===== config.mk =====
export PLATFORM = sky130hd
export DESIGN_NAME = usb_tx_pkt_seq
export DESIGN_NICKNAME = d
export VERILOG_FILES = /design/src/rtl/usb_tx_pkt_seq.sv
export SDC_FILE = /design/constraint.sdc
export NUM_CORES = 1
export LEC_CHECK = 0
export ABC_AREA = 1
export CORE_MARGIN = 10
export CORE_UTILIZATION = 55
export DETAILED_ROUTE_END_ITERATION = 10
export GPL_ROUTABILITY_DRIVEN = 0
export PLACE_DENSITY = 0.8
export SYNTH_ARGS = -nofsm -noshare
export SYNTH_HDL_FRONTEND = slang
export SYNTH_SLANG_ARGS = --single-unit

===== constraint.sdc =====
create_clock -name clk -period 1.9 [get_ports clk]
set_clock_uncertainty 0.15 [all_clocks]
set_input_delay 0.475 -clock clk [delete_from_list [all_inputs] [get_ports clk]]
set_output_delay 0.475 -clock clk [all_outputs]
set_load 0.01 [all_outputs]

===== src/rtl/usb_tx_pkt_seq.sv =====
// USB transmit packet sequencer: SYNC, PID, optional payload with CRC16, then EOP.
// Define TX_STALL_EN to accept STALL (0111) as a handshake PID.
module usb_tx_pkt_seq (
    input  logic       clk,
    input  logic       n_rst,
    input  logic       tx_start,
    input  logic [3:0] tx_packet,
    input  logic [6:0] buffer_occupancy,
    input  logic [7:0] tx_data,
    output logic       get_tx_data,
    input  logic       byte_ready,
    output logic [7:0] tx_byte,
    output logic       tx_byte_valid,
    output logic       send_eop,
    input  logic       eop_done,
    output logic       tx_busy,
    output logic       tx_done,
    output logic       tx_err
);
    localparam logic [3:0]  PID_DATA0   = 4'b1100;
    localparam logic [3:0]  PID_DATA1   = 4'b1101;
    localparam logic [3:0]  PID_ACK     = 4'b0100;
    localparam logic [3:0]  PID_NAK     = 4'b0101;
`ifdef TX_STALL_EN
    localparam logic [3:0]  PID_STALL   = 4'b0111;
`endif
    localparam logic [6:0]  MAX_PAYLOAD = 7'd64;
    localparam logic [7:0]  SYNC_BYTE   = 8'h80;
    localparam logic [15:0] CRC_INIT    = 16'hFFFF;
    localparam logic [15:0] CRC_POLY    = 16'hA001;

    typedef enum logic [2:0] {
        IDLE,
        SYNC,
        PID,
        DATA,
        CRC_LO,
        CRC_HI,
        EOP,
        DONE
    } state_t;

    state_t      state_reg;
    logic [3:0]  pid_reg;
    logic [6:0]  remaining_reg;
    logic [15:0] crc_reg;
    logic [7:0]  tx_byte_reg;
    logic        tx_byte_valid_reg;
    logic        send_eop_reg;
    logic        tx_busy_reg;
    logic        tx_done_reg;
    logic        tx_err_reg;

    logic        req_is_data;
    logic        req_is_handshake;
    logic        req_ok;
    logic        pid_is_data;
    logic        transfer;
    logic [15:0] crc_next;

    // One byte of reflected CRC16, consumed LSB first.
    function automatic logic [15:0] crc16_byte(input logic [15:0] crc_in, input logic [7:0] data);
        logic [15:0] c;
        c = crc_in ^ {8'h00, data};
        for (int i = 0; i < 8; i++) begin
            c = c[0] ? ((c >> 1) ^ CRC_POLY) : (c >> 1);
        end
        return c;
    endfunction

    always_comb begin
        req_is_data = (tx_packet == PID_DATA0) || (tx_packet == PID_DATA1);
`ifdef TX_STALL_EN
        req_is_handshake = (tx_packet == PID_ACK) || (tx_packet == PID_NAK) || (tx_packet == PID_STALL);
`else
        req_is_handshake = (tx_packet == PID_ACK) || (tx_packet == PID_NAK);
`endif
        req_ok      = req_is_handshake || (req_is_data && (buffer_occupancy <= MAX_PAYLOAD));
        pid_is_data = (pid_reg[3:1] == 3'b110);
        transfer    = tx_byte_valid_reg && byte_ready;
        crc_next    = crc16_byte(crc_reg, tx_data);
    end

    always_ff @(posedge clk or negedge n_rst) begin
        if (!n_rst) begin
            state_reg         <= IDLE;
            pid_reg           <= 4'h0;
            remaining_reg     <= 7'd0;
            crc_reg           <= CRC_INIT;
            tx_byte_reg       <= 8'h00;
            tx_byte_valid_reg <= 1'b0;
            send_eop_reg      <= 1'b0;
            tx_busy_reg       <= 1'b0;
            tx_done_reg       <= 1'b0;
            tx_err_reg        <= 1'b0;
        end else begin
            tx_done_reg <= 1'b0;
            tx_err_reg  <= 1'b0;
            case (state_reg)
                IDLE: begin
                    if (tx_start) begin
                        if (req_ok) begin
                            pid_reg           <= tx_packet;
                            remaining_reg     <= buffer_occupancy;
                            crc_reg           <= CRC_INIT;
                            tx_byte_reg       <= SYNC_BYTE;
                            tx_byte_valid_reg <= 1'b1;
                            tx_busy_reg       <= 1'b1;
                            state_reg         <= SYNC;
                        end else begin
                            tx_err_reg <= 1'b1;
                        end
                    end
                end
                SYNC: begin
                    if (transfer) begin
                        tx_byte_reg <= {pid_reg, ~pid_reg};
                        state_reg   <= PID;
                    end
                end
                PID: begin
                    if (transfer) begin
                        if (!pid_is_data) begin
                            tx_byte_valid_reg <= 1'b0;
                            tx_byte_reg       <= 8'h00;
                            send_eop_reg      <= 1'b1;
                            state_reg         <= EOP;
                        end else if (remaining_reg != 7'd0) begin
                            tx_byte_reg <= 8'h00;
                            state_reg   <= DATA;
                        end else begin
                            tx_byte_reg <= ~crc_reg[7:0];
                            state_reg   <= CRC_LO;
                        end
                    end
                end
                DATA: begin
                    // tx_byte comes straight from the FIFO head here; the CRC low byte
                    // must use the CRC that includes the final payload byte.
                    if (transfer) begin
                        crc_reg       <= crc_next;
                        remaining_reg <= remaining_reg - 7'd1;
                        if (remaining_reg == 7'd1) begin
                            tx_byte_reg <= ~crc_next[7:0];
                            state_reg   <= CRC_LO;
                        end
                    end
                end
                CRC_LO: begin
                    if (transfer) begin
                        tx_byte_reg <= ~crc_reg[15:8];
                        state_reg   <= CRC_HI;
                    end
                end
                CRC_HI: begin
                    if (transfer) begin
                        tx_byte_valid_reg <= 1'b0;
                        tx_byte_reg       <= 8'h00;
                        send_eop_reg      <= 1'b1;
                        state_reg         <= EOP;
                    end
                end
                EOP: begin
                    if (eop_done) begin
                        send_eop_reg <= 1'b0;
                        tx_done_reg  <= 1'b1;
                        state_reg    <= DONE;
                    end
                end
                DONE: begin
                    tx_busy_reg <= 1'b0;
                    state_reg   <= IDLE;
                end
                default: begin
                    state_reg <= IDLE;
                end
            endcase
        end
    end

    assign tx_byte       = (state_reg == DATA) ? tx_data : tx_byte_reg;
    assign get_tx_data   = (state_reg == DATA) && transfer;
    assign tx_byte_valid = tx_byte_valid_reg;
    assign send_eop      = send_eop_reg;
    assign tx_busy       = tx_busy_reg;
    assign tx_done       = tx_done_reg;
    assign tx_err        = tx_err_reg;

endmodule


==> results of run 1 <==
[power breakdown]
group          internal, mW  leakage (nW)  switching [mW]
clock                 0.259        0.0422           0.326
sequential             1.42         0.501           0.309
combinational          1.68          1.41            2.34
[layout by cell type, fill, tap and decap left out, types with 3 or more instances in the layout]
cell / count
a21oi_1: 13
a31oi_1: 7
buf_12: 4
buf_2: 11
buf_4: 48
buf_6: 6
clkbuf_8: 5
clkdlybuf4s15_1: 4
clkdlybuf4s50_1: 12
dfrtp_1: 27
dfstp_2: 16
dlygate4sd2_1: 10
ha_1: 3
inv_1: 42
inv_2: 14
nand2_1: 85
nand2_2: 37
nand3_1: 20
nand3_2: 9
nor2_1: 25
nor2_2: 7
nor2_4: 3
o2111ai_1: 4
o211ai_1: 4
o21ai_0: 21
o21ai_1: 10
o21ai_2: 9
or2_2: 3
[worst register-to-register path, cell delays in order, from the launching register on]
cell	delay, ns
dfstp_2	0.58
inv_4	0.05
nand2_2	0.06
nand2_2	0.07
nand2_2	0.11
nand2_2	0.07
nand2_2	0.06
nand2_2	0.08
nand3_2	0.08
nand3_2	0.12
nand2_2	0.12
nand2_2	0.06
nand3_2	0.08
nand2_2	0.05
nand2_2	0.07
nand2_2	0.06
[cell usage after synthesis (2+ instances only)]
| cell type | count |
|---|---|
| a21oi_1 | 14 |
| a22oi_1 | 2 |
| a31oi_1 | 7 |
| buf_2 | 2 |
| buf_4 | 2 |
| buf_6 | 2 |
| clkbuf_1 | 2 |
| dfrtp_1 | 27 |
| dfstp_2 | 16 |
| ha_1 | 3 |
| inv_1 | 51 |
| inv_2 | 6 |
| mux2_2 | 2 |
| nand2_1 | 113 |
| nand2_2 | 10 |
| nand3_1 | 24 |
| nand3_2 | 5 |
| nor2_1 | 28 |
| nor2_2 | 4 |
| nor2_4 | 3 |
| nor3_1 | 2 |
| o2111ai_1 | 4 |
| o211ai_1 | 4 |
| o21ai_0 | 31 |
| o21ai_2 | 8 |
| or2_2 | 3 |
| xnor2_1 | 3 |
[what timing repair did]
action,CTS,global route
pin swaps,17,28
setup buffers,2,4
endpoints found under the setup margin,45,42
hold buffers,1,0
gates cloned,2,0
hold endpoints to repair,12,0
resized for setup,84,44
[final cells by class]
cell class              instances  area [sq um]  share of cell area (%)
clock inverters                 1          5.00                   0.128
well taps                      70          87.6                    2.23
clock buffers                   7          76.3                    1.95
flip-flops and latches         43          1100                    27.9
multi-input cells             282          1610                    41.0
inverters                      57           216                    5.52
repair buffers                 97           833                    21.2
[stage by stage]
stage / utilization [%] / area (sq um) / TNS (ns)
6_report: 77.3 / 3920 / -0.397
5_1_grt: 77.3 / 3920 / -2.27
4_1_cts: 74.9 / 3800 / -0.136
3_5_place_dp: 72.1 / 3660 / -18.33
3_3_place_gp: 72.1 / 3660 / -16.82
2_1_floorplan: - / 2850 / 0
[metal layers]
layer	share of wire (%)	vias up	routed length (um)	track usage, %
met3	10	38	894	5.13
li1	-	1454	-	-
met2	49	193	4320	33.9
met1	38	1465	3350	23.6
met4	3.4	0	301	7.46
met5	0	-	0	0
[cell families (layout without fill, tap and decap cells)]
family	count (synthesis)	count (layout)	share of synthesized area [%]
mux	2	2	0.791
flops	43	43	38.5
simple gates	198	198	32.0
fa+ha+maj	3	3	1.32
compound gates	75	75	16.0
xor+xnor	4	4	1.23
buf+inv	66	162	10.2
[final timing paths]
check / start / endpoint / cells past startpoint
min in group asynchronous: n_rst / remaining_reg[0]$_DFFE_PN0P_ / 2
setup / recovery: tx_data[6] / tx_byte_reg[0]$_DFFE_PN0P_ / 16
hold / removal: remaining_reg[6]$_DFFE_PN0P_ / remaining_reg[6]$_DFFE_PN0P_ / 2
hold reg to reg: remaining_reg[6]$_DFFE_PN0P_ / remaining_reg[6]$_DFFE_PN0P_ / 2
setup reg to reg: crc_reg[6]$_DFFE_PN1P_ / tx_byte_reg[0]$_DFFE_PN0P_ / 15
max in group asynchronous: n_rst / crc_reg[6]$_DFFE_PN1P_ / 3
==> reports/results.txt, run 1 <==
CP Buf/Inv Count = 2
violated checks = negative setup slack
final number of setup-violating endpoints = 13
CTS tree = done
Yosys top cell by area = dfrtp_1
total iterations of the first detailed-routing run = 5
DRC viols = 0
Hold Fails Final Rpt = 0
Hold Slack = 0.358 ns
Crit Path Category = primary input to flop
number of CTS-inserted buffers = 5
post-DR wirelength/cell = 15.9 um
Yosys top cell area share = 23.7%
initial core utilization = 56.1%
Layout Cells excl Fill = 557
synth warn = 0
syn_area_per_cell = 7.28 sq um
Slowest-stage cell, CP = dlygate4sd2_1
Tmin final = 2.01 ns
H-Tree Level Count = 2
mapped cell area = 2850 sq um
NumNets Final = 513
CP Max Fanout = 4
CTS sink count = 43
Largest delay share family, worst path = simple AND/OR/NAND/NOR gates
cell row count = 26
Final Slew Violations = 0
sequential share of the synthesized area = 38.5%
setup ws final = -0.105 ns
max reg flops = 16
Yosys reg bits = 43
maxcap violations = 0
Startpoint Class = primary input
Worst VDD drop = 0.897 mV
routed vias/inst = 5.66
clock buffer depth = 2
Post-DRT Antenna Nets = 0
Fmax = 0.499 GHz
Placed Instances = 540
vias post-DR = 3150
Hold Path Class = flop to flop
Worst Tran Pin Value = 0.377 ns
top_reg_cell synth = dfrtp_1
Worst Setup End Kind = flop
vias in the first global route = 3032
layout cells sized above 1 = 38.2%
Ports = 38
Critical Path AT = 2.04 ns
Worst EP required = 1.93 ns
LEAKAGE = 1.95 nW
fill count = 359
Clock Latency Late Sink = 0.30 ns
Area Growth Syn to Fin = 37.8%
grt ovf = 0
Distinct cells, synth = 40
Post-Syn Nets = 418
gr usage total = 19.9%
final critical-path share of the clock period = 106%
FFs w/ async S/R, synth = 100%
worst-path cell chain = dlygate4sd2_1, inv_1, nand2_1, nand2_2, nand2_2, nand2_2, nand2_2, nand2_2, nand3_2, nand3_2, nand2_2, nand2_2, nand3_2, nand2_2, nand2_2, nand2_2
die area = 8450 sq um
pre-CTS setup slack = -0.515 ns
Total Wirelength = 8.86 mm
Mapped Cells = 391
CP max stage delay = 0.31 ns
Port Buffers = 37
initial antenna violation count = 0
global-route wire length before repair = 13.9 mm
First DRT Iteration DRCs = 297
P per Cell Area = 1610 nW/um^2
Die Y = 91.9 um
Die W = 91.9 um
Post-synth EDFFs = 0
core box area = 5070 sq um
ranking of synthesized cells by area = dfrtp_1 24%, nand2_1 15%, dfstp_2 15%
pin count of the biggest net entering global routing = 30
DP HPWL = 6.10 mm
max_slew headroom = 74.6%
CTS root buffer = clkbuf_8
RSZ-0062 raised after global routing = yes
Worst path most repeated cell = nand2_2
status = finished, violations left
Final Power = 6.33 mW
R2R setup slack = -0.10 ns
# diodes = 0
Clock Pin Slew Worst Setup and Hold Paths = 0.08 ns
Note: power is estimated with default switching activity, not from simulation.
==> run 2: changes to the inputs <==
--- a/config.mk
+++ b/config.mk
@@ -10,7 +10,8 @@
 export CORE_UTILIZATION = 55
 export DETAILED_ROUTE_END_ITERATION = 10
 export GPL_ROUTABILITY_DRIVEN = 0
-export PLACE_DENSITY = 0.8
+export MAX_ROUTING_LAYER = met4
+export PLACE_DENSITY_LB_ADDON = 0.05
 export SYNTH_ARGS = -nofsm -noshare
 export SYNTH_HDL_FRONTEND = slang
 export SYNTH_SLANG_ARGS = --single-unit
==> run 2 against run 1 <==
  * The run still ends with negative setup slack left
  * Worst hold slack improved by 0.012 ns
  * Core utilization rose by 10 points
  * Setup slack got worse by 0.10 ns
  * Critical path depth fell by 9
  * Highest routed layer unchanged
==> reports/results.txt, run 2 (synthesis gave the netlist of run 1 again) <==
status = finished, violations left
violated checks = negative setup slack
RSZ-0062 raised after global routing = yes
number of CTS-inserted buffers = 5
DP HPWL = 6.24 mm
LEAKAGE = 2.22 nW
core box area = 5070 sq um
die area = 8450 sq um
Post-DRT Antenna Nets = 0
Comb pwr share = 66.1%
Area Growth Syn to Fin = 56.0%
CTS root buffer = clkbuf_8
Final Slew Violations = 0
DP Area = 3690 sq um
Port Buffers = 37
Final Power = 7.48 mW
H-Tree Level Count = 2
part of the power in the clock network = 10.3%
fill count = 245
Core Util, Final = 87.5%
vias in the first global route = 3111
layout cells sized above 1 = 45.5%
Slowest-stage cell, CP = dfrtp_1
NumNets Final = 536
worst-path cell chain = nand2_2, nor2_4, buf_6, buf_12, nand2_1, o21ai_0, buf_2
final critical-path share of the clock period = 111%
vias post-DR = 3449
Sw Share = 47.0%
max reg flops = 16
grt ovf = 0
initial antenna violation count = 0
post-DR wirelength/cell = 19.8 um
Die W = 91.9 um
Hold Path Class = flop to flop
Final Cell Area = 4440 sq um
Fmax = 0.475 GHz
initial core utilization = 56.1%
Layout Cells excl Fill = 580
Tmin final = 2.11 ns
CTS sink count = 43
global-route wire length before repair = 15.0 mm
CP Max Fanout = 7
Startpoint Class = flop
NetSw = 3.52 mW
most frequent cells in the layout = 69 x nand2_1, 66 x buf_4, 41 x inv_1, 38 x nand2_2, 27 x dfrtp_1
Total Wirelength = 11.5 mm
Worst EP required = 1.27 ns
Power Internal = 3.97 mW
Crit Path Category = flop to primary output
maxcap violations = 0
most common cell after layout, fill and taps aside = nand2_1
Worst Setup End Kind = primary output
cell row count = 26
clock buffer depth = 2
Worst VDD drop = 1.00 mV
CP max stage delay = 0.38 ns
gr usage total = 22.2%
P per Cell Area = 1680 nW/um^2
Clock Pin Slew Worst Setup and Hold Paths = 0.08 ns
Die Y = 91.9 um
Ports = 38
Seq pwr share = 23.6%
pin count of the biggest net entering global routing = 20
total iterations of the first detailed-routing run = 5
final number of setup-violating endpoints = 32
Critical Path AT = 1.48 ns
Hold Fails Final Rpt = 0
max_slew headroom = 67.8%
setup ws final = -0.205 ns
Worst Tran Pin Value = 0.483 ns
Placed Instances = 545
First DRT Iteration DRCs = 461
CTS tree = done
DRC viols = 0
routed vias/inst = 5.95
# diodes = 0
Clock Latency Late Sink = 0.31 ns
[run 2: cell types whose count changed in the layout (fill, tap and decap cells not counted), moves of 3 or more]
cell / before / now
nand2_4: 2 / 15
buf_4: 48 / 66
o21ai_2: 9 / 12
o21ai_0: 21 / 17
nand2_1: 85 / 69
[run 2: worst max-delay path: cells and delay by family (launching register included)]
| kind | cells | cell delay, ns |
|---|---|---|
| buf+inv | 3 | 0.45 |
| simple gates | 3 | 0.27 |
| flops | 1 | 0.38 |
| compound gates | 1 | 0.09 |
[run 2: stage by stage]
stage	worst slack [ns]	TNS, ns	hold slack [ns]
floorplan	0.0823	0	0.0294
global placement	-0.502	-16.33	0.303
detailed placement	-0.537	-17.00	0.304
CTS	-0.135	-1.91	0.364
global route	-0.219	-5.34	0.405
finish	-0.205	-2.83	0.370
[run 2: path summary, 6_finish.rpt]
path | startpoint | to | slack, ns | cells after the start
max | state_reg[1]$_DFFE_PN0P_ | tx_byte[6] | -0.21 | 7
min | tx_busy$_DFFE_PN0P_ | tx_busy$_DFFE_PN0P_ | 0.37 | 2
max reg2reg | state_reg[1]$_DFFE_PN0P_ | tx_byte_reg[2]$_DFFE_PN0P_ | -0.17 | 13
min reg2reg | tx_busy$_DFFE_PN0P_ | tx_busy$_DFFE_PN0P_ | 0.37 | 2
max in group asynchronous | n_rst | send_eop$_DFFE_PN0P_ | 0.53 | 3
min in group asynchronous | n_rst | tx_byte_reg[2]$_DFFE_PN0P_ | 0.50 | 2
[run 2: cell type report]
type | instances | area [sq um] | share of cell area (%)
inverters | 57 | 231 | 5.21
flip-flops and latches | 43 | 1100 | 24.7
clock buffers | 6 | 82.6 | 1.86
repair buffers | 120 | 1120 | 25.2
well taps | 70 | 87.6 | 1.97
clock inverters | 2 | 35.0 | 0.789
multi-input cells | 282 | 1790 | 40.3
[run 2: timing repair]
action | in CTS | in global routing
pin swaps | 19 | 33
resized for setup | 77 | 108
buffers inserted | 7 | 14
endpoints found under the setup margin | 35 | 45
cloned | 3 | 2
endpoints found under the hold margin | 10 | 0
hold buffers | 1 | 0
[run 2: per-layer routing]
layer	vias up	part of all wire, %	track usage (%)
met5	-	0	-
met4	0	6.1	7.07
met3	88	8.9	4.73
met2	252	48	36.9
met1	1615	37	26.2
li1	1494	-	-
[run 2: power groups by stage]
| stage | clock (mW) | sequential [mW] | combinational, mW |
|---|---|---|---|
| floorplan | 0 | 1.65 | 2.24 |
| global placement | 0 | 1.68 | 3.44 |
| detailed placement | 0 | 1.70 | 3.55 |
| CTS | 0.771 | 1.69 | 3.72 |
| global route | 0.795 | 1.80 | 5.27 |
| finish | 0.769 | 1.76 | 4.95 |
==> run 3: changes to the inputs <==
--- a/config.mk
+++ b/config.mk
@@ -5,8 +5,6 @@
 export SDC_FILE = /design/constraint.sdc
 export NUM_CORES = 1
 export LEC_CHECK = 0
-export ABC_AREA = 1
-export CORE_MARGIN = 10
 export CORE_UTILIZATION = 55
 export DETAILED_ROUTE_END_ITERATION = 10
 export GPL_ROUTABILITY_DRIVEN = 0
==> run 3 against run 2 <==
  * The run now fails in global routing
  * Synthesized cell count is 24% lower
  * Synthesized area is 7.1% lower
==> reports/results.txt, run 3 <==
mapped cell area = 2650 sq um
simple-gate share of the synthesized area = 20.6%
Placed Instances = 450
Ports = 38
Worst Endpoint after GRT Repair = tx_byte_reg[0]$_DFFE_PN0P_/D
Mapped Cells = 299
pin count of the biggest net entering global routing = 28
post-synthesis mux area share = 5.58%
combinational family with the most area after synthesis = simple AND/OR/NAND/NOR gates
Yosys top cell area share = 25.5%
cell row count = 24
Post-Syn Nets = 326
top_reg_cell synth = dfrtp_1
Die W = 71.4 um
CTS root buffer = clkbuf_8
H-Tree Level Count = 2
clock buffer depth = 2
Yosys reg bits = 43
gr usage total = 94.0%
CTS sink count = 43
Post-synth EDFFs = 0
Die Y = 71.4 um
FFs w/ async S/R, synth = 100%
sequential share of the synthesized area = 41.4%
number of CTS-inserted buffers = 5
Port Buffers = 37
ranking of synthesized cells by area = dfrtp_1 26%, dfstp_2 16%, nand2_1 8.1%
grt ovf = 245
initial core utilization = 59.1%
synth warn = 0
Post-Synth Adder-Cell Area = 1.42%
Worst EP Category = sequential cell input
syn_area_per_cell = 8.85 sq um
Error Message = [ERROR GRT-0232] Routing congestion too high. Check the congestion heatmap in the GUI.
Yosys top cell by area = dfrtp_1
compound-cell area share of the yosys netlist = 19.2%
Failed at = global routing
top post-synthesis cells by count = 57 x nand2_1, 35 x nor2_1, 27 x dfrtp_1, 24 x a21oi_1, 18 x xnor2_1
Distinct cells, synth = 50
xor/xnor cell area share of the yosys netlist = 8.37%
most common cell in the synthesized netlist = nand2_1
DP HPWL = 5.79 mm
status = aborted with a tool error
-- run 3: cell types whose count changed after synthesis, sizes merged, moves of 4 or more --
cell     before  now
a21oi        14   24
a31oi         7    3
clkbuf        2   11
inv          57    7
mux2          2    9
nand2       124   57
nand3        29    3
nor2b         0    5
nor3          2    6
o2111ai       4    0
o21ai        40   20
o221ai        0    7
xnor2         3   18
-- run 3: metal layers --
metal / overflow / GRT usage, %
met5: - / -
met4: 70 / 102
met3: 5 / 70.2
met2: 166 / 115
met1: 4 / 88.2
-- run 3: stage by stage --
stage	util, %	hold WS, ns	TNS (ns)	setup WS [ns]	cell area (sq um)
3_5_place_dp	82.3	0.299	-22.94	-0.938	3680
3_3_place_gp	82.3	0.284	-21.04	-0.830	3680
4_1_cts	89.6	0.351	-3.94	-0.278	4010
2_1_floorplan	-	0.0294	-2.14	-0.326	2740
-- run 3: cell families after synthesis --
kind of cell             count (synthesis)
AO/OA/AOI/OAI                           74
XOR/XNOR                                22
adder cells (fa/ha/maj)                  3
buffers and inverters                   23
flip-flops                              43
multiplexers                            11
AND/OR/NAND/NOR                        123
-- run 3: timing repair --
item	CTS
hold buffers	1
endpoints found under the setup margin	45
buffers inserted	14
pin swaps	35
cloned	2
endpoints found under the hold margin	13
gates resized for setup	101
==> run 4: changes to the inputs <==
==> config.mk (replaced) <==
export PLATFORM = sky130hd
export DESIGN_NAME = usb_tx_pkt_seq
export DESIGN_NICKNAME = d
export VERILOG_FILES = /design/src/rtl/usb_tx_pkt_seq.sv
export SDC_FILE = /design/constraint.sdc
export NUM_CORES = 1
export LEC_CHECK = 0
export CORE_UTILIZATION = 40
export DETAILED_ROUTE_END_ITERATION = 10
export GPL_ROUTABILITY_DRIVEN = 0
export PLACE_DENSITY_LB_ADDON = 0.15
export SYNTH_ARGS = -nofsm -noshare
export SYNTH_HDL_FRONTEND = slang
export SYNTH_SLANG_ARGS = --single-unit
==> run 4 against run 3 <==
  * The flow now finishes, with violations (negative setup slack)
  * Synthesized cell count unchanged
  * Synthesized area unchanged
==> reports/results.txt, run 4 <==
status = finished, violations left
violated checks = negative setup slack
sequential share of the synthesized area = 41.4%
Die Y = 83.3 um
gr usage total = 25.3%
top post-synthesis cells by count = 57 x nand2_1, 35 x nor2_1, 27 x dfrtp_1, 24 x a21oi_1, 18 x xnor2_1
grt ovf = 0
Die W = 83.3 um
syn_area_per_cell = 8.85 sq um
die area = 6940 sq um
CP Max Fanout = 2
Total Wirelength = 8.50 mm
CTS sink count = 43
Final Slew Violations = 0
DP HPWL = 5.41 mm
global-route wire length before repair = 13.7 mm
final number of setup-violating endpoints = 24
FFs w/ async S/R, synth = 100%
ranking of synthesized cells by area = dfrtp_1 26%, dfstp_2 16%, nand2_1 8.1%
maxcap violations = 0
Area Growth Syn to Fin = 64.1%
vias post-DR = 2688
Tmin final = 2.21 ns
Worst Tran Pin Value = 0.430 ns
Critical Path AT = 2.26 ns
Worst EP required = 1.95 ns
Startpoint Class = flop
Clock Latency Late Sink = 0.31 ns
core box area = 6350 sq um
setup TNS = -4.85 ns
Crit Path Category = flop to flop
DRC viols = 0
post-DR wirelength/cell = 16.6 um
LEAKAGE = 1.96 nW
pre-CTS setup slack = -0.953 ns
max_slew headroom = 71.1%
First DRT Iteration DRCs = 162
Worst Setup End Kind = flop
synth warn = 0
pin count of the biggest net entering global routing = 44
multi-input logic area = 1770 sq um
most common cell after layout, fill and taps aside = buf_4
NumNets Final = 461
Port Buffers = 37
Post-Syn Nets = 326
vias in the first global route = 2724
most frequent cells in the layout = 86 x buf_4, 43 x nand2_1, 31 x nor2_1, 26 x dfrtp_1, 23 x a21oi_1
Post-synth EDFFs = 0
P per Cell Area = 422 nW/um^2
clock buffer depth = 2
Yosys top cell area share = 25.5%
number of CTS-inserted buffers = 5
max reg flops = 16
routed vias/inst = 5.25
CTS root buffer = clkbuf_8
Worst VDD drop = 0.262 mV
Clock Pin Slew Worst Setup and Hold Paths = 0.09 ns
Ports = 38
setup ws final = -0.309 ns
mapped cell area = 2650 sq um
Mapped Cells = 299
cell row count = 29
RSZ-0062 raised after global routing = yes
Hold Path Class = flop to flop
H-Tree Level Count = 2
Yosys reg bits = 43
Reg area = 1100 sq um
top_reg_cell synth = dfrtp_1
Hold Fails Final Rpt = 0
Post-DRT Antenna Nets = 0
layout cells sized above 1 = 46.7%
# diodes = 0
Yosys top cell by area = dfrtp_1
Fmax = 0.453 GHz
Distinct cells, synth = 50
total iterations of the first detailed-routing run = 4
fill count = 497
initial antenna violation count = 0
initial core utilization = 41.7%
most common cell in the synthesized netlist = nand2_1
CTS tree = done
final critical-path share of the clock period = 116%
run 4: cell counts after synthesis:
Identical to the previous run, type by type.
run 4: area by class of cell:
class	count	area share (%)
clock buffers	6	1.67
clock inverters	2	0.288
inverters	7	0.663
multi-input cells	234	40.8
flip-flops and latches	43	25.3
well taps	77	2.22
repair buffers	143	29.1
run 4: power by group:
group / internal [mW] / switching [mW] / total (mW)
clock network: 0.258 / 0.350 / 0.608
logic: 0.181 / 0.121 / 0.302
registers: 0.920 / 0.00294 / 0.922
total: 1.36 / 0.474 / 1.83
run 4: worst max-delay path, cell delays in order (launching register included):
cell and delay, ns:
dfstp_2 0.56, xnor2_2 0.15, xnor2_2 0.17, xnor3_1 0.46, xor3_1 0.25, o221ai_2 0.10, mux2_4 0.26
run 4: path summary, 6_finish.rpt:
check / startpoint / slack (ns) / to / cells after the start
min in group asynchronous: n_rst / 0.50 / state_reg[0]$_DFFE_PN0P_ / 3
max reg2reg: crc_reg[0]$_DFFE_PN1P_ / -0.31 / tx_byte_reg[0]$_DFFE_PN0P_ / 6
min reg2reg: tx_busy$_DFFE_PN0P_ / 0.34 / tx_busy$_DFFE_PN0P_ / 1
max in group asynchronous: n_rst / 0.81 / crc_reg[0]$_DFFE_PN1P_ / 3
max: crc_reg[0]$_DFFE_PN1P_ / -0.31 / tx_byte_reg[0]$_DFFE_PN0P_ / 6
min: tx_busy$_DFFE_PN0P_ / 0.34 / tx_busy$_DFFE_PN0P_ / 1
run 4: stage by stage:
step	hold WS (ns)	util [%]	total power [mW]	cells	cell area (sq um)
2_1_floorplan	0.0294	-	1.04	299	2740
3_3_place_gp	0.312	58.9	1.20	477	3740
3_5_place_dp	0.323	58.9	1.20	477	3740
4_1_cts	0.343	66.2	1.83	508	4210
5_1_grt	0.366	68.4	1.90	512	4340
6_report	0.344	68.4	1.83	512	4340
run 4: logic make-up (layout without fill, tap and decap cells):
family / after synthesis / in the layout / synth area share [%]
AOI/OAI and AO/OA: 74 / 74 / 19.2
xor gates and xnor gates: 22 / 22 / 8.37
adders and majority gates: 3 / 3 / 1.42
buffers and inverters: 23 / 158 / 3.36
DFF: 43 / 43 / 41.4
muxes: 11 / 11 / 5.58
and+or+nand+nor: 123 / 124 / 20.6
run 4: routing by layer:
| layer | GRT usage [%] | share of wire [%] |
|---|---|---|
| met1 | 34.4 | 43 |
| met4 | 7.68 | 1.4 |
| met3 | 5.07 | 6.3 |
| met2 | 40.8 | 50 |
| met5 | 0 | 0 |
run 4: what timing repair did:
| item | CTS | global route |
|---|---|---|
| hold buffers | 1 | 0 |
| endpoints found under the hold margin | 27 | 0 |
| pin swaps | 37 | 19 |
| setup buffers | 22 | 6 |
| gates cloned | 3 | 0 |
| setup endpoints to repair | 49 | 45 |
| gates resized for setup | 107 | 26 |
